File: config.mk
export PLATFORM = sky130hd
export DESIGN_NAME = seq_chunk_adder_flat
export DESIGN_NICKNAME = d
export VERILOG_FILES = /design/src/rtl/seq_chunk_adder_pkg.sv /design/src/rtl/seq_chunk_adder_if.sv /design/src/rtl/seq_chunk_adder_chunk_add.sv /design/src/rtl/seq_chunk_adder.sv /design/src/flat_wrapper.sv
export SDC_FILE = /design/constraint.sdc
export NUM_CORES = 1
export LEC_CHECK = 0
export CAP_MARGIN = 20
export CORE_UTILIZATION = 40
export DETAILED_ROUTE_END_ITERATION = 7
export PLACE_DENSITY = 0.65
export SLEW_MARGIN = 5
export SYNTH_ARGS = -nofsm -noshare
export SYNTH_HDL_FRONTEND = slang
export SYNTH_SLANG_ARGS = --single-unit
File: constraint.sdc
create_clock -name clk -period 3.6 [get_ports clk]
set_clock_uncertainty 0.2 [all_clocks]
set_input_delay 0.54 -clock clk [delete_from_list [all_inputs] [get_ports clk]]
set_output_delay 0.54 -clock clk [all_outputs]
set_load 0.05 [all_outputs]
File: src/rtl/seq_chunk_adder_pkg.sv
// adder_pkg: shared state encoding and index-width helper for seq_chunk_adder
package adder_pkg;
  typedef enum logic [1:0] {IDLE, RUN, DONE} state_t;
  function automatic int idx_w(input int n);
    return n > 1 ? $clog2(n) : 1;
  endfunction
endpackage

File: src/rtl/seq_chunk_adder_if.sv
// seq_chunk_adder_if: start/busy/done handshake, operands, mode bits and result flags
interface seq_chunk_adder_if #(parameter int WIDTH = 8);
  logic start, cin, sub, sat, busy, done, cout, ovf;
  logic [WIDTH-1:0] input1, input2, out;
  modport master(output start, input1, input2, cin, sub, sat, input busy, done, out, cout, ovf);
  modport slave(input start, input1, input2, cin, sub, sat, output busy, done, out, cout, ovf);
endinterface

File: src/rtl/seq_chunk_adder_chunk_add.sv
// chunk_add: combinational CHUNK-bit adder (a, b, ci in; s, co out)
module chunk_add #(parameter int CHUNK = 4) (
  input  logic [CHUNK-1:0] a,
  input  logic [CHUNK-1:0] b,
  input  logic             ci,
  output logic [CHUNK-1:0] s,
  output logic             co
);
  assign {co, s} = {1'b0, a} + {1'b0, b} + (CHUNK+1)'(ci);
endmodule

File: src/rtl/seq_chunk_adder.sv
// seq_chunk_adder: multi-cycle add/sub, CHUNK bits per clock; ports clk, rst, bus (slave: start/operands/mode in, busy/done/out/cout/ovf out)
module seq_chunk_adder import adder_pkg::*; #(
  parameter int WIDTH = 8,
  parameter int CHUNK = 4
) (
  input logic clk,
  input logic rst,
  seq_chunk_adder_if.slave bus
);
  localparam int NCHUNK = WIDTH / CHUNK;
  localparam int IW = idx_w(NCHUNK);
  if (WIDTH <= 0 || WIDTH % CHUNK != 0) begin : g_chk
    $error("seq_chunk_adder: WIDTH must be a positive multiple of CHUNK");
  end
  state_t state, nstate;
  logic [WIDTH-1:0] a_r, b_r, res;
  logic [IW-1:0] idx;
  logic carry, sub_r, sat_r, cout_r, ovf_r, last, co;
  logic [CHUNK-1:0] s;
  chunk_add #(.CHUNK(CHUNK)) u_add (
    .a(a_r[idx*CHUNK +: CHUNK]),
    .b(b_r[idx*CHUNK +: CHUNK]),
    .ci(carry),
    .s(s),
    .co(co)
  );
  assign last = idx == IW'(NCHUNK - 1);
  always_comb begin
    nstate = IDLE;
    nstate = state == RUN ? (last ? DONE : RUN) : (bus.start ? RUN : IDLE);
  end
  always_ff @(posedge clk) begin
    if (rst) begin
      state  <= IDLE;
      a_r    <= '0;
      b_r    <= '0;
      res    <= '0;
      idx    <= '0;
      carry  <= 1'b0;
      sub_r  <= 1'b0;
      sat_r  <= 1'b0;
      cout_r <= 1'b0;
      ovf_r  <= 1'b0;
    end else begin
      state <= nstate;
      if (state != RUN && bus.start) begin
        a_r   <= bus.input1;
        b_r   <= bus.sub ? ~bus.input2 : bus.input2;
        carry <= bus.sub | bus.cin;
        sub_r <= bus.sub;
        sat_r <= bus.sat;
        idx   <= '0;
      end else if (state == RUN) begin
        res[idx*CHUNK +: CHUNK] <= s;
        carry <= co;
        idx   <= idx + 1'b1;
        if (last) begin
          cout_r <= co;
          ovf_r  <= (a_r[WIDTH-1] == b_r[WIDTH-1]) && (s[CHUNK-1] != a_r[WIDTH-1]);
          // add overflow (carry) or sub underflow (no carry) clamps; this overrides the slice write
          if (sat_r && (co ^ sub_r)) res <= sub_r ? '0 : '1;
        end
      end
    end
  end
  assign bus.busy = state == RUN;
  assign bus.done = state == DONE;
  assign bus.out  = res;
  assign bus.cout = cout_r;
  assign bus.ovf  = ovf_r;
endmodule

File: src/flat_wrapper.sv
// flat-port wrapper written by rule: the top's interface ports become plain ports
module seq_chunk_adder_flat import adder_pkg::*;
#(
  parameter int WIDTH = 8,
  parameter int CHUNK = 4
)
  (clk, rst, bus_start, bus_input1, bus_input2, bus_cin, bus_sub, bus_sat, bus_busy, bus_done, bus_out, bus_cout, bus_ovf);
  seq_chunk_adder_if #(.WIDTH(WIDTH)) bus_i ();
  input logic clk;
  input logic rst;
  input wire logic [$bits(bus_i.start)-1:0] bus_start;
  input wire logic [$bits(bus_i.input1)-1:0] bus_input1;
  input wire logic [$bits(bus_i.input2)-1:0] bus_input2;
  input wire logic [$bits(bus_i.cin)-1:0] bus_cin;
  input wire logic [$bits(bus_i.sub)-1:0] bus_sub;
  input wire logic [$bits(bus_i.sat)-1:0] bus_sat;
  output wire logic [$bits(bus_i.busy)-1:0] bus_busy;
  output wire logic [$bits(bus_i.done)-1:0] bus_done;
  output wire logic [$bits(bus_i.out)-1:0] bus_out;
  output wire logic [$bits(bus_i.cout)-1:0] bus_cout;
  output wire logic [$bits(bus_i.ovf)-1:0] bus_ovf;
  assign bus_i.start = bus_start;
  assign bus_i.input1 = bus_input1;
  assign bus_i.input2 = bus_input2;
  assign bus_i.cin = bus_cin;
  assign bus_i.sub = bus_sub;
  assign bus_i.sat = bus_sat;
  assign bus_busy = bus_i.busy;
  assign bus_done = bus_i.done;
  assign bus_out = bus_i.out;
  assign bus_cout = bus_i.cout;
  assign bus_ovf = bus_i.ovf;
  seq_chunk_adder #(.WIDTH(WIDTH), .CHUNK(CHUNK)) u_core (.clk(clk), .rst(rst), .bus(bus_i));
endmodule
==> flow_metrics.env <==
export IMPL_outcome="finished, final reports clean"
export IMPL_worstPathMaxFanout=4
export IMPL_cts_root_buf="clkbuf_8"
export IMPL_drv_slew=0
export IMPL_htreeDepth=2
export IMPL_drt_first_pass_iters=4
export IMPL_ir_worst_vdd_v=0.000310
export IMPL_vias_per_cell=4.99
export IMPL_slew_headroom_pct=44.8
export IMPL_worst_slew_pin_slew_ps=828
export IMPL_synth_warnings=0
export IMPL_ys_top_cells_by_count="dfxtp_1 (32), nand2_1 (30), nor2_1 (27)"
export IMPL_rsz0062_at_grt="no"
export IMPL_min_period_over_period_pct=75.7
export IMPL_yosysMostFrequentCell="dfxtp_1"
export IMPL_die_w_um=65.4
export IMPL_netlist_area_leader_share_pct=39.8
export IMPL_cp_required_ps=3580
export IMPL_insertedDiodeCount=0
export IMPL_drt_iter0_markers=52
export IMPL_drive_gt1_share_pct=10.4
export IMPL_cts_buffer_depth=2
export IMPL_hold_viol_final=0
export IMPL_p_per_area_nw_per_um2=438
export IMPL_syn_cell_area_sq_um=1610
export IMPL_p_leak_nw=0.794
export IMPL_insertion_delay_ps=290
export IMPL_numCtsBuffers=5
export IMPL_synth_main_ff_cell="dfxtp_1"
export IMPL_routabilityCongestion=0.892
export IMPL_ctsResizeCount=0
export IMPL_cp_end_kind="register"
export IMPL_start_util_pct=42.6
export IMPL_antenna_left=0
export IMPL_min_path_type="reg -> reg"
export IMPL_grt_usage_pct=18.3
export IMPL_cts_sinks=32
export IMPL_placed_area_sq_um=1960
export IMPL_seq_area_frac_synth_pct=39.8
export IMPL_chipHeight_um=65.4
export IMPL_period_needed_ps=2720
export IMPL_synth_top_cells_by_area="dfxtp_1 (40%), nand2_1 (7.0%), nor2_1 (6.3%)"
export IMPL_setup_viol=0
export IMPL_wl_um=3440
export IMPL_grt_antenna_before_repair=0
export IMPL_post_cts_setup_buffers=0
export IMPL_grt_pass1_vias=1342
export IMPL_route_detailed_drc=0
export IMPL_final_nets=248
export IMPL_postSynthNetCount=217
export IMPL_grt_overflow_total=0
export IMPL_arrival_ps=2700
export IMPL_wl_per_cell_um=12.7
export IMPL_area_delta_synth_final_pct=27.6
export IMPL_grt_max_degree=27
export IMPL_max_freq_mhz=367
export IMPL_synth_edff_count=0
export IMPL_syn_instance_count=190
export IMPL_rows=22
export IMPL_critPathKind="reg -> reg"
export IMPL_dieArea_sq_um=4280
export IMPL_synthArstFlopShare_pct=0
export IMPL_tns_ps=0
export IMPL_port_buffer_count=33
export IMPL_ctsHoldBuffers=0
export IMPL_syn_area_per_cell_sq_um=8.46
export IMPL_grt_first_pass_wirelength_um=5980
export IMPL_nFillCells=344
export IMPL_hpwl_um=2570
export IMPL_max_cap_viol_count=0
export IMPL_final_area_sq_um=2050
export IMPL_p_total_mw=0.898
export IMPL_cts_tree="built"
export IMPL_pin_count=34
export IMPL_yosysUniqueCellTypes=37
export IMPL_clk_pin_slew_ps=70
export IMPL_startpoint_type="register"
export IMPL_synth_top_area_cell="dfxtp_1"
export IMPL_ys_ff_latch=32
export IMPL_num_vias=1348
export IMPL_core_area_sq_um=3770
-- layout make-up --
cell class                 instances  area (sq um)  area share (%)
tap                               48          60.1            2.93
sequential                        32           641            31.2
multi-input combinational        143           901            43.9
inverter                           4          15.0           0.732
timing repair buffer              35           345            16.8
clock buffer                       8          90.1            4.39
-- per-stage QoR --
stage                     utilization (%)  hold slack, ps  std cells  setup slack [ps]
after CTS                            54.4             258        270               861
after global placement               52.0             243        262              1020
after detailed placement             52.0             249        262               920
after floorplan                         -             233        190               669
after global routing                 54.4             277        270               726
final                                54.4             252        270               876
-- state kept, by name (all words and copies together) (netlist names) --
signal           count
u_core.sub_r         1
u_core.state         2
u_core.b_r           8
u_core.bus.ovf       1
u_core.bus.cout      1
u_core.sat_r         1
u_core.bus.out       8
u_core.carry         1
u_core.a_r           8
u_core.idx           1
-- cells by family after synthesis --
kind of cell    count (synthesis)  share of synthesized area [%]
mux                             8                           5.45
buf+inv                        15                           4.12
fa+ha+maj                       5                           4.83
simple gates                   79                           23.2
compound gates                 41                           17.1
xor+xnor                       10                           5.45
flops                          32                           39.8
-- cells in the final DEF (no fill, tap or decap), types with 2 or more instances in the layout --
master,netlist,layout
clkbuf_8,0,6
mux2i_1,2,2
xnor2_1,10,10
clkdlybuf4s50_1,0,33
o21ai_1,3,3
ha_1,3,3
nor2b_1,2,2
a211oi_1,11,11
nor2_1,27,27
nand2_1,30,30
inv_1,3,3
mux2_2,6,6
fa_1,2,2
and2_1,2,2
nand3_1,3,3
a21oi_1,17,17
dfxtp_1,32,32
buf_4,1,2
nor3_1,4,4
clkbuf_1,5,2
nand2b_1,3,3
o211ai_1,2,2
a2bb2oi_1,2,2
-- worst paths after layout --
kind	to	slack [ps]	cells past startpoint	from
min reg2reg	u_core.bus.out[7]$_SDFFE_PP0P_	250	2	u_core.bus.out[7]$_SDFFE_PP0P_
max	u_core.bus.out[5]$_SDFFE_PP0P_	880	9	u_core.idx$_SDFFE_PP0P_
max reg2reg	u_core.bus.out[5]$_SDFFE_PP0P_	880	9	u_core.idx$_SDFFE_PP0P_
min	u_core.bus.out[7]$_SDFFE_PP0P_	250	2	u_core.bus.out[7]$_SDFFE_PP0P_
-- worst max-delay path, cell delays in order (launching register included) --
cell     delay (ps)
dfxtp_1         410
mux2_2          370
fa_1            420
inv_1            90
fa_1            210
and2b_1         220
o31ai_2         320
a21oi_1         120
nor3_1          170
nor3_1           70
-- power breakdown --
| group | switching [mW] | internal (mW) | leakage [nW] | total, mW |
|---|---|---|---|---|
| sequential | 0.0183 | 0.380 | 0.263 | 0.399 |
| combinational | 0.121 | 0.0948 | 0.486 | 0.216 |
| clock | 0.128 | 0.156 | 0.0455 | 0.284 |
-- metal layers --
metal | part of all wire [%] | vias up | track usage [%]
met3 | 4.8 | 6 | 5.73
met1 | 44 | 601 | 21.1
met2 | 49 | 35 | 31.7
li1 | - | 706 | -
met5 | 0 | - | 0
met4 | 1.6 | 0 | 6.25
Note: power is estimated with default switching activity, not from simulation.
==> RTL change, RTL diff (same settings) <==
Re-encode `state_t` (3 states) as one-hot, 3 bits wide.
--- a/src/rtl/seq_chunk_adder_pkg.sv
+++ b/src/rtl/seq_chunk_adder_pkg.sv
@@ -1,6 +1,6 @@
 // adder_pkg: shared state encoding and index-width helper for seq_chunk_adder
 package adder_pkg;
-  typedef enum logic [1:0] {IDLE, RUN, DONE} state_t;
+  typedef enum logic [2:0] {IDLE = 3'b001, RUN = 3'b010, DONE = 3'b100} state_t;
   function automatic int idx_w(input int n);
     return n > 1 ? $clog2(n) : 1;
   endfunction
Function: no difference found for any inputs over 10 cycles, from zero or initial values and one cycle with rst high; not proved beyond that.
==> RTL change against the original RTL <==
- die area increased by 5.5%
- worst setup slack got worse by 0.083 ns
- largest cell class unchanged
- power decreased by 7.5%
- critical path depth decreased by 6
- final area is 2.4% higher
- highest routed layer unchanged
- count of clock-buffer cells in the layout fell by 1
- global-route usage decreased by 0.89 points
- clock power decreased by 2%
- fmax fell by 3.0%
- sequential share of layout area up 0.21 points
- area after synthesis up 5.7%
- sequential power hardly changed
- routed wire length is 1.5% lower
- sequential cell count grew 1
==> RTL change: results (changes against the original RTL) <==
| Metric | Value |
|---|---|
| Run status | `completed (unchanged)` |
| Worst path max stage delay | `0.83 ns (was 0.42 ns)` |
| Via Count | `1,391 (was 1,348)` |
| Net count after synthesis | `220 (was 217)` |
| Antenna Cells | `0 (unchanged)` |
| Clock edge transition at the registers on the reported setup and hold paths | `0.06 ns` |
| Slowest cell on the critical path | `clkdlybuf4s50_1 (was fa_1)` |
| Clock buffer depth | `2 (unchanged)` |
| Sequential-to-total area share from yosys stat | `38.9% (was 39.8%)` |
| Hold crit path type | `flip-flop to flip-flop (unchanged)` |
| First-pass GRT wire length | `5770 um (was 5980 um)` |
| Endpoints failing hold | `0 (unchanged)` |
| Max rail drop VDD | `0.182 mV (was 0.310 mV)` |
| Final nets | `249 (was 248)` |
| Post_cts resized | `0 (unchanged)` |
| Setup Fix Bufs, Post-CTS | `0 (unchanged)` |
| Post-DP HPWL | `2490 um (was 2570 um)` |
| Primary FF master, synth | `dfxtp_1 (unchanged)` |
| Placer Congestion | `0.826 (was 0.892)` |
| Asr flop ratio synth | `0% (unchanged)` |
| Leak Pwr | `0.781 nW (was 0.794 nW)` |
| Area contributors post-synth | `dfxtp_1 (39%), a21oi_1 (6.5%), nand2_1 (6.2%) (was dfxtp_1 (40%), nand2_1 (7.0%), nor2_1 (6.3%))` |
| GRT Total Usage | `17.4% (was 18.3%)` |
| Crit-path max FO | `11 (was 4)` |
| Hold slack | `0.253 ns (was 0.252 ns)` |
| Root Buffer | `clkbuf_8 (unchanged)` |
| Share of layout cells above drive strength 1 | `12.6% (was 10.4%)` |
| CP Data Arrival Time | `2.07 ns (was 2.70 ns)` |
| Global routing met3 resource utilization | `4.05% (was 5.73%)` |
| Vias in the first global route | `1,291 (was 1,342)` |
| Slew Limit Headroom | `43.0% (was 44.8%)` |
| Global Route met1 Usage | `22.5% (was 21.1%)` |
| DRT Wirelength | `3390 um (was 3440 um)` |
| IO Port Bufs | `33 (unchanged)` |
| Worst skew pair latency | `0.28 ns` |
| Largest net degree at the start of global routing | `27 (unchanged)` |
| Initial DRC Count | `52 (unchanged)` |
| Internal reg-to-reg setup slack | `0.86 ns (was 0.88 ns)` |
| TritonRoute pass-1 iters | `4 (unchanged)` |
| List of most frequent post-synthesis cells | `dfxtp_1 (33), nand2_1 (28), nor2_1 (23) (was dfxtp_1 (32), nand2_1 (30), nor2_1 (27))` |
| Count of cell types in the netlist | `43 (was 37)` |
| Met2 Resource Use GR | `26.8% (was 31.7%)` |
| Synth Warn # | `0 (unchanged)` |
| CTS H-tree lvls | `2 (unchanged)` |
| Initial antenna violation count | `0 (unchanged)` |
| Critical path's top delay family | `buffers and inverters (was adder cells)` |
| Num CTS Buffers | `5 (unchanged)` |
-- RTL change: cell types whose count changed in the layout (fill, tap and decap cells not counted), moves of 2 or more --
cell       before  now
a211oi_1       11    2
a211oi_2        0    8
a21o_1          1    3
a21oi_1        17   22
a2bb2oi_1       2    0
inv_1           3    5
nand2_1        30   28
nor2_1         27   23
nor3b_1         0    2
o21ai_1         3    0
o22ai_1         0    2
-- RTL change: area by class of cell --
type                            instances  area (sq um)
Tap cell                               50          62.6
Multi-Input combinational cell        141           925
Sequential cell                        33           661
Clock buffer                            7          86.3
Inverter                                6          22.5
Fill cell                             391          1930
Timing Repair Buffer                   35           345
-- RTL change: metal layers --
metal	routed length, um	share of wire, %
met1	1620	48
met2	1570	46
met3	137	4.0
met4	64	1.9
met5	0	0
-- RTL change: per-stage QoR --
stage	power, mW	cell area, sq um	cells	worst slack (ns)
2_1_floorplan	0.516	1700	193	0.750
3_3_place_gp	0.562	2020	265	0.938
3_5_place_dp	0.562	2020	265	0.859
4_1_cts	0.839	2100	272	0.773
5_1_grt	0.871	2100	272	0.613
6_report	0.831	2100	272	0.793
-- RTL change: path summary, 6_finish.rpt --
check | startpoint | cells after the start | to
worst max-delay path | u_core.state[1]$_SDFF_PP0_ | 3 | bus_busy
worst min register to register | u_core.a_r[1]$_SDFFE_PP0P_ | 2 | u_core.a_r[1]$_SDFFE_PP0P_
worst max register to register | u_core.idx$_SDFFE_PP0P_ | 9 | u_core.bus.out[0]$_SDFFE_PP0P_
worst min-delay path | u_core.a_r[1]$_SDFFE_PP0P_ | 2 | u_core.a_r[1]$_SDFFE_PP0P_
-- RTL change: power by group --
group	total (mW)	internal, mW	switching [mW]
Sequential	0.398	0.384	0.0136
Combinational	0.155	0.0743	0.0810
Clock	0.278	0.151	0.126
-- RTL change: tightest hold or removal path: stages (launching register included) --
cell and delay [ns]:
dfxtp_1 0.31, nand2_1 0.05, a21oi_1 0.05
-- RTL change: cells by family (layout without fill, tap and decap cells) --
family                   Yosys count  after routing  synth area share [%]
AO/OA/AOI/OAI                     48             48                  20.8
XOR/XNOR                          10             10                  5.15
adder cells (fa/ha/maj)            5              5                  4.57
buffers and inverters             19             48                  6.70
flip-flops                        33             33                  38.9
multiplexers                       8              8                  5.15
AND/OR/NAND/NOR                   70             70                  18.7
